[src/rtl/rv_mem_pkg.sv]
// Shared encodings for the MEM/WB data path: load types, access sizes, stage states.
package rv_mem_pkg;

    typedef enum logic [2:0] {
        LdNone = 3'd0,
        LdB    = 3'd1,
        LdH    = 3'd2,
        LdW    = 3'd3,
        LdBu   = 3'd4,
        LdHu   = 3'd5,
        LdWu   = 3'd6,
        LdD    = 3'd7
    } load_type_e;

    typedef enum logic [1:0] {
        SzByte  = 2'd0,
        SzHalf  = 2'd1,
        SzWord  = 2'd2,
        SzDword = 2'd3
    } mem_size_e;

    typedef logic state_t;
    localparam state_t StIdle = 1'b0;
    localparam state_t StWait = 1'b1;

    function automatic logic [7:0] size_mask(input logic [1:0] size);
        case (size)
            SzByte:  size_mask = 8'h01;
            SzHalf:  size_mask = 8'h03;
            SzWord:  size_mask = 8'h0F;
            default: size_mask = 8'hFF;
        endcase
    endfunction

endpackage

[src/rtl/load_extend.sv]
// Selects the byte/half/word/dword at a lane offset and sign- or zero-extends it to XLEN.
module load_extend
    import rv_mem_pkg::*;
#(
    parameter int unsigned XLEN  = 32,
    localparam int unsigned OFF_W = $clog2(XLEN / 8)
) (
    input  logic [XLEN-1:0]  rdata,
    input  logic [OFF_W-1:0] offset,
    input  logic [2:0]       load_type,
    output logic [XLEN-1:0]  data
);

    logic [XLEN-1:0] shifted;

    always_comb begin
        shifted = rdata >> {offset, 3'b000};
        case (load_type)
            LdB:  data = XLEN'($signed(shifted[7:0]));
            LdBu: data = XLEN'(shifted[7:0]);
            LdH:  data = XLEN'($signed(shifted[15:0]));
            LdHu: data = XLEN'(shifted[15:0]);
            // On a 32-bit datapath LWU and LD collapse to LW.
            LdWu: data = (XLEN == 64) ? XLEN'(shifted[31:0]) : XLEN'($signed(shifted[31:0]));
            LdD:  data = (XLEN == 64) ? shifted : XLEN'($signed(shifted[31:0]));
            default: data = XLEN'($signed(shifted[31:0]));
        endcase
    end

endmodule

[src/rtl/wb_mem_stage.sv]
// MEM/WB write-back stage talking to data memory over a variable-latency req/ack handshake.
module wb_mem_stage
    import rv_mem_pkg::*;
#(
    parameter int unsigned XLEN   = 32,
    parameter int unsigned ADDR_W = 32,
    localparam int unsigned LANES = XLEN / 8,
    localparam int unsigned OFF_W = $clog2(LANES)
) (
    input  logic                clk,
    input  logic                rst_n,
    input  logic                bubbleW,
    input  logic                flushW,
    input  logic                is_load,
    input  logic                is_store,
    input  logic                wb_select,
    input  logic [2:0]          load_type,
    input  logic [1:0]          store_size,
    input  logic [ADDR_W-1:0]   addr,
    input  logic [XLEN-1:0]     wdata,
    output logic                mem_req,
    output logic                mem_we,
    output logic [LANES-1:0]    mem_be,
    output logic [ADDR_W-OFF_W-1:0] mem_addr,
    output logic [XLEN-1:0]     mem_wdata,
    input  logic                mem_ack,
    input  logic [XLEN-1:0]     mem_rdata,
    output logic [XLEN-1:0]     data_WB,
    output logic                wb_valid,
    output logic                stall_req,
    output logic                misalign
);

    state_t                  state_q, state_d;
    logic [ADDR_W-1:0]       addr_q, addr_d;
    logic [2:0]              lt_q, lt_d;
    logic                    wbsel_q, wbsel_d;
    logic                    is_load_q, is_load_d;
    logic                    we_q, we_d;
    logic                    dead_q, dead_d;
    logic                    mis_q, mis_d;
    logic                    wbv_q, wbv_d;
    logic [LANES-1:0]        be_q, be_d;
    logic [ADDR_W-OFF_W-1:0] maddr_q, maddr_d;
    logic [XLEN-1:0]         mwdata_q, mwdata_d;
    logic [XLEN-1:0]         data_q, data_d;

    logic [1:0]       size_sel;
    logic             aligned;
    logic [OFF_W-1:0] offset;
    logic [15:0]      be_wide;
    logic [XLEN-1:0]  ext_data;
    logic             ack_hit;
    logic             load_wb;
    logic [XLEN-1:0]  ack_data;

    assign offset  = addr[OFF_W-1:0];
    assign be_wide = 16'(size_mask(size_sel)) << offset;

    always_comb begin
        size_sel = store_size;
        if (is_load) begin
            case (load_type)
                LdB, LdBu: size_sel = SzByte;
                LdH, LdHu: size_sel = SzHalf;
                LdD:       size_sel = SzDword;
                default:   size_sel = SzWord;
            endcase
        end
        case (size_sel)
            SzByte:  aligned = 1'b1;
            SzHalf:  aligned = ~addr[0];
            SzWord:  aligned = (addr[1:0] == 2'b00);
            default: aligned = (XLEN == 64) && (addr[2:0] == 3'b000);
        endcase
    end

    load_extend #(
        .XLEN(XLEN)
    ) u_load_extend (
        .rdata     (mem_rdata),
        .offset    (addr_q[OFF_W-1:0]),
        .load_type (lt_q),
        .data      (ext_data)
    );

    // A flush arriving on the ack cycle itself also kills the write-back.
    assign ack_hit  = (state_q == StWait) && mem_ack;
    assign load_wb  = ack_hit && is_load_q && !dead_q && !flushW;
    assign ack_data = !load_wb ? '0 : (wbsel_q ? ext_data : XLEN'(addr_q));

    always_comb begin
        state_d  = state_q;
        addr_d   = addr_q;
        lt_d     = lt_q;
        wbsel_d  = wbsel_q;
        is_load_d = is_load_q;
        we_d     = we_q;
        dead_d   = dead_q;
        be_d     = be_q;
        maddr_d  = maddr_q;
        mwdata_d = mwdata_q;
        data_d   = data_q;
        mis_d    = 1'b0;
        wbv_d    = 1'b0;
        case (state_q)
            StIdle: begin
                if (bubbleW) begin
                    // hold everything
                end else if (flushW) begin
                    addr_d    = '0;
                    lt_d      = '0;
                    wbsel_d   = 1'b0;
                    is_load_d = 1'b0;
                    we_d      = 1'b0;
                    dead_d    = 1'b0;
                    be_d      = '0;
                    maddr_d   = '0;
                    mwdata_d  = '0;
                    data_d    = '0;
                end else begin
                    addr_d    = addr;
                    lt_d      = load_type;
                    wbsel_d   = wb_select;
                    is_load_d = is_load;
                    we_d      = is_store & ~is_load;
                    dead_d    = 1'b0;
                    be_d      = '0;
                    data_d    = '0;
                    if ((is_load || is_store) && aligned) begin
                        state_d  = StWait;
                        be_d     = be_wide[LANES-1:0];
                        maddr_d  = addr[ADDR_W-1:OFF_W];
                        mwdata_d = wdata << {offset, 3'b000};
                    end else if (is_load || is_store) begin
                        mis_d = 1'b1;
                        we_d  = 1'b0;
                    end else begin
                        wbv_d  = 1'b1;
                        data_d = XLEN'(addr);
                    end
                end
            end
            default: begin
                if (flushW) dead_d = 1'b1;
                if (mem_ack) begin
                    state_d = StIdle;
                    data_d  = ack_data;
                    dead_d  = 1'b0;
                end
            end
        endcase
    end

    always_ff @(posedge clk) begin
        if (!rst_n) begin
            state_q   <= StIdle;
            addr_q    <= '0;
            lt_q      <= '0;
            wbsel_q   <= 1'b0;
            is_load_q <= 1'b0;
            we_q      <= 1'b0;
            dead_q    <= 1'b0;
            mis_q     <= 1'b0;
            wbv_q     <= 1'b0;
            be_q      <= '0;
            maddr_q   <= '0;
            mwdata_q  <= '0;
            data_q    <= '0;
        end else begin
            state_q   <= state_d;
            addr_q    <= addr_d;
            lt_q      <= lt_d;
            wbsel_q   <= wbsel_d;
            is_load_q <= is_load_d;
            we_q      <= we_d;
            dead_q    <= dead_d;
            mis_q     <= mis_d;
            wbv_q     <= wbv_d;
            be_q      <= be_d;
            maddr_q   <= maddr_d;
            mwdata_q  <= mwdata_d;
            data_q    <= data_d;
        end
    end

    assign mem_req   = (state_q == StWait);
    assign mem_we    = mem_req & we_q;
    assign mem_be    = mem_req ? be_q : '0;
    assign mem_addr  = maddr_q;
    assign mem_wdata = mwdata_q;
    assign data_WB   = ack_hit ? ack_data : data_q;
    assign wb_valid  = wbv_q | load_wb;
    assign stall_req = mem_req & ~mem_ack;
    assign misalign  = mis_q;

endmodule

[config.mk]
export PLATFORM = sky130hd
export DESIGN_NAME = wb_mem_stage
export DESIGN_NICKNAME = d
export VERILOG_FILES = /design/src/rtl/rv_mem_pkg.sv /design/src/rtl/load_extend.sv /design/src/rtl/wb_mem_stage.sv
export SDC_FILE = /design/constraint.sdc
export NUM_CORES = 1
export LEC_CHECK = 0
export CAP_MARGIN = 20
export CORE_MARGIN = 1
export CORE_UTILIZATION = 43
export CTS_CLUSTER_DIAMETER = 80
export DETAILED_ROUTE_END_ITERATION = 12
export MAX_ROUTING_LAYER = met4
export PLACE_DENSITY = 0.87
export SLEW_MARGIN = 10
export SYNTH_ARGS = -nofsm -noshare
export SYNTH_HDL_FRONTEND = slang
export SYNTH_SLANG_ARGS = --single-unit
[constraint.sdc]
create_clock -name clk -period 3.25 [get_ports clk]
set_clock_uncertainty 0.15 [all_clocks]
set_input_delay 0.975 -clock clk [delete_from_list [all_inputs] [get_ports clk]]
set_output_delay 0.975 -clock clk [all_outputs]
set_load 0.02 [all_outputs]
Word-level counts from Yosys, hierarchy flattened --
Cells that the tools add are included.
Word-level totals: register bits 140, output and inout port bits 103, word-level logic and storage cells 97
Cells by class: equality and inequality tests 14, shifts and indexed selects 3, muxes and demuxes 39, bitwise logic cells 10, reduce and logical (&&, ||, !) cells 18
Operators with widths (number):
- 32-bit two-way mux | 12
- 32-bit one-hot mux with 4 select lines | 1
- 30-bit two-way mux | 2
- 32-bit by 5-bit << shifter with 32-bit output | 1
- 32-bit by 5-bit right shift with 32-bit output | 1
- 8-bit one-hot mux with 3 select lines | 1
- 1-bit two-way mux | 16
- 3-bit equality test, second input constant | 5
- 4-bit two-way mux | 3
- 8-bit by 2-bit << shifter with 4-bit output | 1
- 3-bit by 1-bit equality test with 1-bit output, second input constant | 2
- 3-bit by 2-bit equality test with 1-bit output, second input constant | 2
- 1-bit NOT | 6
- 2-bit one-hot mux with 3 select lines | 1
- 2-bit AND reduction | 3
- 1-bit logical AND | 5
- 5-bit OR reduction | 1
- 2-bit zero test | 2
- 2-bit OR reduction | 2
- 1-bit AND | 3
- 3-bit two-way mux | 1
- 3-bit != test, second input constant | 1
- 1-bit one-hot mux with 3 select lines | 1
- 3-bit AND reduction | 1
- 9 further kinds | 10

Logic depth before layout (Yosys ltp) --
Gate-level depths: netlist of the first run.
depth after elaboration 11, mapped depth 9, mapped depth without buffers 5

Modules after synthesis --
From an unflattened synthesis of the first run, not the netlist that was laid out.
Unflattened totals: cells, all modules 815, area, all modules 7229.4 µm²
By module, submodules not included:
- wb_mem_stage | instances 1, cells each 711, area each 6459.9 µm²
- load_extend | instances 1, cells each 104, area each 769.5 µm²

Worst setup path before layout of the first run --
No wires, ideal clock.
path kind in2out, start point input flushW, end point output data_WB[24], arrival time 2.506 ns, setup slack -0.381 ns, cell stages on the path 6, path buffers 4, path through buf_2 or4b_1 clkbuf_1 buf_2 clkbuf_1 o211ai_1
Between the ends: cells in the longest elaborated chain, start to end 4
Ends and longest elaborated chain:
- from (decl) | line wb_mem_stage.sv:13 | input logic flushW,
- 1-bit zero test | line wb_mem_stage.sv:89 | assign load_wb = ack_hit && is_load_q && !dead_q && !flushW;
- 1-bit logical AND | line wb_mem_stage.sv:89
- 32-bit two-way mux | line wb_mem_stage.sv:90 | assign ack_data = !load_wb ? '0 : (wbsel_q ? ext_data : XLEN'(addr_q));
- 32-bit two-way mux | line wb_mem_stage.sv:192 | assign data_WB = ack_hit ? ack_data : data_q;
- to (decl) | line wb_mem_stage.sv:28 | output logic [XLEN-1:0] data_WB,
No other way between the ends.

Final worst setup path of the first run --
start point input mem_rdata[15], end point output data_WB[8]
Between the ends: cells in the longest elaborated chain, start to end 5
Ends and longest elaborated chain:
- from (decl) | line wb_mem_stage.sv:27 | input logic [XLEN-1:0] mem_rdata,
- 32-bit by 5-bit right shift with 32-bit output | line load_extend.sv:17 | shifted = rdata >> {offset, 3'b000};
- 32-bit one-hot mux with 4 select lines | line load_extend.sv:18 | case (load_type)
- 32-bit two-way mux (2 in series) | line wb_mem_stage.sv:90
- 32-bit two-way mux | line wb_mem_stage.sv:192
No other way between the ends.

==> results of run 1 <==
-- stage by stage --
step	setup slack (ns)	TNS [ns]	total power [mW]	cell area (µm²)	utilization (%)
6_report	-0.406	-9.50	5.05	11300	70.4
5_1_grt	-0.459	-11.49	5.17	11300	70.4
4_1_cts	-0.327	-8.28	4.99	11000	68.6
3_5_place_dp	-1.26	-40.61	2.67	9900	61.9
3_3_place_gp	-1.18	-37.93	2.65	9900	61.9
2_1_floorplan	-0.257	-4.78	2.26	7190	-
-- cells by family after synthesis --
kind of cell | after synthesis | share of synthesized area, %
AO/OA/AOI/OAI | 273 | 30.2
XOR/XNOR | 3 | 0.370
buffers and inverters | 84 | 4.90
flip-flops | 140 | 39.5
AND/OR/NAND/NOR | 249 | 17.4
multiplexers | 52 | 7.70
-- power breakdown --
| group | leakage (nW) | switching (mW) | internal, mW |
|---|---|---|---|
| registers | 1.14 | 0.0424 | 1.78 |
| logic | 2.99 | 0.485 | 0.416 |
| clock network | 0.334 | 0.786 | 1.53 |
-- sequential cells by signal, summed over array words and instances, names as in the netlist, 3 cells and up --
register,count
be_q,4
data_q,32
mem_addr,30
mem_wdata,32
lt_q,3
addr_q,32
-- worst reg2reg max path: stages, from the launching register on --
cell and delay [ns]:
dfxtp_1 0.42, mux4_2 0.57, a31o_4 0.33, a21oi_4 0.21
nor3_4 0.08, buf_4 0.14, buf_4 0.12, buf_4 0.12
o221a_2 0.23
-- per-layer routing --
layer | vias up | global-route usage (%)
met5 | - | -
met4 | 0 | 23.7
met3 | 169 | 8.67
met2 | 573 | 51.4
met1 | 3727 | 35.4
li1 | 3488 | -
-- worst paths after layout --
kind	startpoint	endpoint	slack, ns	cells after the start
hold / removal	mem_wdata[20]	mem_wdata[20]	0.32	2
hold reg to reg	mem_wdata[20]	mem_wdata[20]	0.32	2
setup reg to reg	addr_q[0]	data_q[8]	0.77	8
setup / recovery	mem_rdata[15]	data_WB[8]	-0.41	7
-- layout make-up --
cell class                 count  share of cell area (%)
antenna                        4                  0.0888
clock buffer                  20                    3.96
clock inverter                12                    2.14
inverter                       5                   0.166
multi-input combinational    577                    39.1
sequential                   140                    24.9
tap                          216                    2.40
timing repair buffer         315                    27.2
-- placed cells by master (no fill, tap or decap), types with 6 or more instances in the layout --
master / count
nand3b_1: 38
buf_12: 9
nor2b_1: 14
buf_4: 98
a211oi_1: 8
a22o_1: 47
and2_1: 6
nor3_4: 7
a21oi_4: 15
mux2i_2: 8
o2bb2ai_1: 10
o221a_2: 20
dlymetal6s2s_1: 10
mux2_2: 11
a31oi_1: 14
a22oi_1: 12
o211ai_1: 15
a21oi_1: 14
a21o_1: 23
mux2i_1: 32
nor2_1: 20
nand2_1: 112
o21ai_0: 12
dlygate4sd2_1: 11
dfxtp_1: 139
buf_6: 29
clkbuf_16: 19
bufinv_16: 7
clkdlybuf4s50_1: 146
nand3_1: 15
a21boi_0: 39
-- what timing repair did --
| action | 4_1_cts | 5_1_grt |
|---|---|---|
| hold buffers | 0 | 0 |
| setup buffers | 10 | 12 |
| gates cloned | 1 | 3 |
| resized for setup | 280 | 41 |
| pin swaps | 14 | 19 |
| endpoints found under the setup margin | 34 | 33 |
==> results.txt, run 1 <==
ratio of cells with drive above 1 in the final layout = 26.4%
Tmin final = 3.66 ns
flops & latches, synth = 140
Clock Tree Buf Depth = 2
# DRC = 0
syn nets = 910
global route overflow = 0
Synth area leader = dfxtp_1
std cell rows = 46
Layout Cells excl Fill = 1289
CTS tree = done
cells after synthesis = 801
PD cells = 448 mW/mm²
leakage power = 4.47 nW
Clock Sink Count = 140
top routing layer used = met4
DRT met1 WL = 10.7 mm
Clk pin slew, worst setup/hold paths = 0.06 ns
CORE AREA = 0.0160 mm²
Die Y = 130 µm
Sequential Area = 0.00280 mm²
Hold Fails Final Rpt = 0
DR iter-0 viols = 844
area grow syn2layout = 58.8%
gpl congestion = 0.934
GRT Overall Usage = 32.5%
Crit path buffers/inverters = 2
Area contributors post-synth = dfxtp_1 39%, nand2_1 6.1%, a22o_1 5.8%
Rel. slew slack = 65.6%
DR pass1 iterations = 8
H-tree depth = 4
CTS buffer count = 17
final setup fails = 33
Worst path max stage delay = 0.49 ns
ys flop type = dfxtp_1
max-slew violations = 0
dpl hpwl = 17.2 mm
Slew @ Worst Pin = 0.517 ns
total wire length = 28.7 mm
area of the multi-input gates = 0.00441 mm²
HP Class = reg2reg
first-pass GRT wire length = 40.5 mm
critical path class = in2out
failing checks = negative setup slack
Vias/cell = 6.17
Worst IR Drop VDD = 0.000392 V
Tcrit/Tclk final = 112%
met2 wire length = 13.2 mm
ys async rst share = 0%
worst setup margin = -0.406 ns
Post-synth EDFFs = 0
# IOs = 212
CP top delay family = compound AO/OA/AOI/OAI gates
PortBufs = 211
Fill cells = 1130
Synth cell types = 64
met3 routed WL = 2.80 mm
Syn Area/Cell = 8.86 µm²
initial antenna violation count = 3
top-area cell type share of the netlist area = 39.5%
Syn Std Cell Area = 0.00710 mm²
critical-path maximum fanout = 7
post-synthesis sequential area ratio = 39.5%
run status = finished with violations
Arr. time, crit path = 2.53 ns
largest net degree at the start of global routing = 45
die area = 0.0170 mm²
RSZ-0062 raised after global routing = true
crit start category = input port
number of synthesis warnings = 0
Routed wire per std cell = 22.3 µm
MaxCap Viol Count = 0
crit path cell chain = buf_2 -> mux4_2 -> a31o_4 -> a21oi_4 -> nor3_4 -> a21o_1 -> buf_6
Root Buffer = clkbuf_16
vias in the first global route = 7593
antenna viol nets, final = 0
most common cell in the netlist = dfxtp_1
DIE WIDTH = 130 µm
Hold WS = 0.316 ns
Worst Path Required = 2.12 ns
Via Count = 7957
slowest stage cell, crit path = mux4_2
initial core utilization = 44.4%
crit end category = output port
clk_lat worst skew = 0.44 ns
cell total after placement = 1227
synth cell count leaders = 140 x dfxtp_1, 116 x nand2_1, 53 x clkbuf_1, 47 x a22o_1, 40 x mux2i_1
f_max = 274 MHz
nets@finish = 1165
(Power assumes the default switching activity.)
==> run 2: changes to the inputs <==
--- a/config.mk
+++ b/config.mk
@@ -5,7 +5,6 @@
 export SDC_FILE = /design/constraint.sdc
 export NUM_CORES = 1
 export LEC_CHECK = 0
-export CAP_MARGIN = 20
 export CORE_MARGIN = 1
 export CORE_UTILIZATION = 43
 export CTS_CLUSTER_DIAMETER = 80
==> results of run 2 <==
The final DEF is identical to that of run 1; final timing and power are the same.
==> run 3: changes to the inputs <==
--- a/config.mk
+++ b/config.mk
@@ -6,11 +6,12 @@
 export NUM_CORES = 1
 export LEC_CHECK = 0
 export CORE_MARGIN = 1
-export CORE_UTILIZATION = 43
+export CORE_UTILIZATION = 48
 export CTS_CLUSTER_DIAMETER = 80
 export DETAILED_ROUTE_END_ITERATION = 12
 export MAX_ROUTING_LAYER = met4
-export PLACE_DENSITY = 0.87
+export PLACE_DENSITY = 0.91
+export REMOVE_ABC_BUFFERS = 1
 export SLEW_MARGIN = 10
 export SYNTH_ARGS = -nofsm -noshare
 export SYNTH_HDL_FRONTEND = slang
==> constraint.sdc (replaced) <==
create_clock -name clk -period 3.9 [get_ports clk]
set_clock_uncertainty 0.15 [all_clocks]
set_input_delay 1.17 -clock clk [delete_from_list [all_inputs] [get_ports clk]]
set_output_delay 1.17 -clock clk [all_outputs]
set_load 0.02 [all_outputs]
==> run 3 against run 2 <==
Against the previous run:
- the flow still finishes with violations (negative setup slack)
- worst hold slack worse by 0.0077 ns
- flip-flop and latch count stayed put
- first-iteration DRC count is 2.5% higher
- combinational power is 20% lower
- sequential power is 16% lower
- via count is 2.8% lower
- critical endpoint unchanged
==> results.txt, run 3 (synthesis results as in run 1) <==
Hold Fails Final Rpt = 0 (unchanged)
CTS tree = done (unchanged)
crit end category = output port (unchanged)
total wire length = 26.4 mm (was 28.7 mm)
nets@finish = 1164 (was 1165)
Root Buffer = clkbuf_16 (unchanged)
DR pass1 iterations = 6 (was 8)
# DRC = 0 (unchanged)
Arr. time, crit path = 2.77 ns (was 2.53 ns)
CTS buffer count = 17 (unchanged)
setup TNS = -2.01 ns (was -9.50 ns)
initial core utilization = 49.0% (was 44.4%)
failing checks = negative setup slack (unchanged)
Worst Path Required = 2.58 ns (was 2.12 ns)
largest net degree at the start of global routing = 69 (was 45)
PD cells = 343 mW/mm² (was 448 mW/mm²)
area of the multi-input gates = 0.00436 mm² (was 0.00441 mm²)
clk_lat worst skew = 0.43 ns (was 0.44 ns)
Clk pin slew, worst setup/hold paths = 0.06 ns (about the same)
Routed wire per std cell = 21.1 µm (was 22.3 µm)
Die Y = 124 µm (was 130 µm)
# IOs = 212 (unchanged)
Worst IR Drop VDD = 0.000323 V (was 0.000392 V)
initial antenna violation count = 1 (was 3)
leakage power = 4.37 nW (was 4.47 nW)
run status = finished with violations (unchanged)
DR iter-0 viols = 865 (was 844)
critical-path maximum fanout = 6 (was 7)
commonest non-fill, non-tap cell in the layout = clkdlybuf4s50_1 (unchanged)
vias in the first global route = 7270 (was 7593)
H-tree depth = 4 (unchanged)
global route overflow = 0 (unchanged)
Worst path max stage delay = 0.51 ns (was 0.49 ns)
MaxCap Viol Count = 0 (unchanged)
Slew @ Worst Pin = 0.719 ns (was 0.517 ns)
f_max = 245 MHz
Fill cells = 938 (was 1130)
max-slew violations = 0 (unchanged)
crit start category = input port (unchanged)
Tmin final = 4.09 ns
Clock Tree Buf Depth = 2 (unchanged)
design area = 0.0111 mm² (was 0.0113 mm²)
most frequent cells in the layout = 153 x clkdlybuf4s50_1, 140 x dfxtp_1, 113 x nand2_1, 87 x buf_4, 47 x a22o_1 (was 146 x clkdlybuf4s50_1, 139 x dfxtp_1, 112 x nand2_1, 98 x buf_4, 47 x a22o_1)
antenna viol nets, final = 0 (unchanged)
Vias/cell = 6.17 (about the same)
Post-DP Area = 0.00967 mm² (was 0.00990 mm²)
Hold WS = 0.309 ns (was 0.316 ns)
Sequential Area = 0.00280 mm² (about the same)
area grow syn2layout = 55.7% (was 58.8%)
die area = 0.0153 mm² (was 0.0170 mm²)
RSZ-0062 raised after global routing = true (unchanged)
pre-CTS setup slack = -1.05 ns (was -1.26 ns)
crit path cell chain = buf_8 -> mux4_2 -> a31o_4 -> buf_4 -> a21oi_2 -> nor3_2 -> a21o_1 -> buf_6 (was buf_2 -> mux4_2 -> a31o_4 -> a21oi_4 -> nor3_4 -> a21o_1 -> buf_6)
worst setup margin = -0.190 ns (was -0.406 ns)
GRT Overall Usage = 34.2% (was 32.5%)
critical path class = in2out (unchanged)
DIE WIDTH = 124 µm (was 130 µm)
final setup fails = 24 (was 33)
dpl hpwl = 15.9 mm (was 17.2 mm)
r2r setup slk = 0.28 ns (was 0.77 ns)
Clock Sink Count = 140 (unchanged)
PortBufs = 211 (unchanged)
Rel. slew slack = 52.1% (was 65.6%)
slowest stage cell, crit path = mux4_2 (unchanged)
first-pass GRT wire length = 38.4 mm (was 40.5 mm)
HP Class = reg2reg (unchanged)
CORE AREA = 0.0145 mm² (was 0.0160 mm²)
gpl congestion = 0.911 (was 0.934)
Tcrit/Tclk final = 105%
Via Count = 7733 (was 7957)
std cell rows = 44 (was 46)
ratio of cells with drive above 1 in the final layout = 24.9% (was 26.4%)
Hold-fix buffers, CTS = 0 (unchanged)
## run 3: cell types whose count changed in the layout (fill, tap and decap cells not counted), moves of 4 or more
cell / previous run / this run
a21oi_4: 15 / 11
buf_4: 98 / 87
buf_6: 29 / 35
bufinv_16: 7 / 1
clkdlybuf4s50_1: 146 / 153
dlymetal6s2s_1: 10 / 4
mux2i_2: 8 / 3
nor2_1: 20 / 24
## run 3: cell type report
cell class                 instances  area share (%)
antenna                            1          0.0226
sequential                       140            25.4
multi-input combinational        577            39.4
tap                              184            2.08
inverter                           5           0.170
timing repair buffer             314            28.0
clock buffer                      19            3.92
clock inverter                    13            1.06
## run 3: final timing paths
path | startpoint | endpoint | cells past startpoint
max | mem_rdata[31] | data_WB[8] | 8
min | mem_wdata[2] | mem_wdata[2] | 1
max reg2reg | addr_q[1] | data_q[17] | 20
min reg2reg | mem_wdata[2] | mem_wdata[2] | 1
## run 3: routing by layer
| layer | share of wire (%) | up-vias | track usage (%) |
|---|---|---|---|
| li1 | - | 3473 | - |
| met4 | 4.4 | 0 | 16.6 |
| met1 | 39 | 3638 | 40.1 |
| met3 | 10 | 127 | 10.6 |
| met5 | 0 | - | - |
| met2 | 46 | 495 | 53.0 |
## run 3: timing repair
action	in CTS	in global routing
resized for setup	270	54
setup buffers	30	12
cloned	4	0
pin swaps	21	23
endpoints found under the setup margin	33	33
## run 3: critical path: cells and delay by family
| kind | cells | cell delay [ns] |
|---|---|---|
| compound gates | 3 | 0.61 |
| buf+inv | 3 | 0.38 |
| mux | 1 | 0.51 |
| simple gates | 1 | 0.07 |
## run 3: stage by stage
| step | power [mW] | util (%) | std cells |
|---|---|---|---|
| 4_1_cts | 3.74 | 74.4 | 1243 |
| 6_report | 3.79 | 76.3 | 1253 |
| 5_1_grt | 3.91 | 76.3 | 1253 |
| 3_3_place_gp | 2.20 | 66.8 | 1179 |
| 3_5_place_dp | 2.21 | 66.8 | 1179 |
| 2_1_floorplan | 1.84 | - | 722 |
## run 3: power breakdown
group	leakage, nW	internal [mW]	switching (mW)
logic	2.96	0.340	0.384
registers	1.14	1.48	0.0339
clock network	0.268	0.879	0.670
total	4.37	2.70	1.09
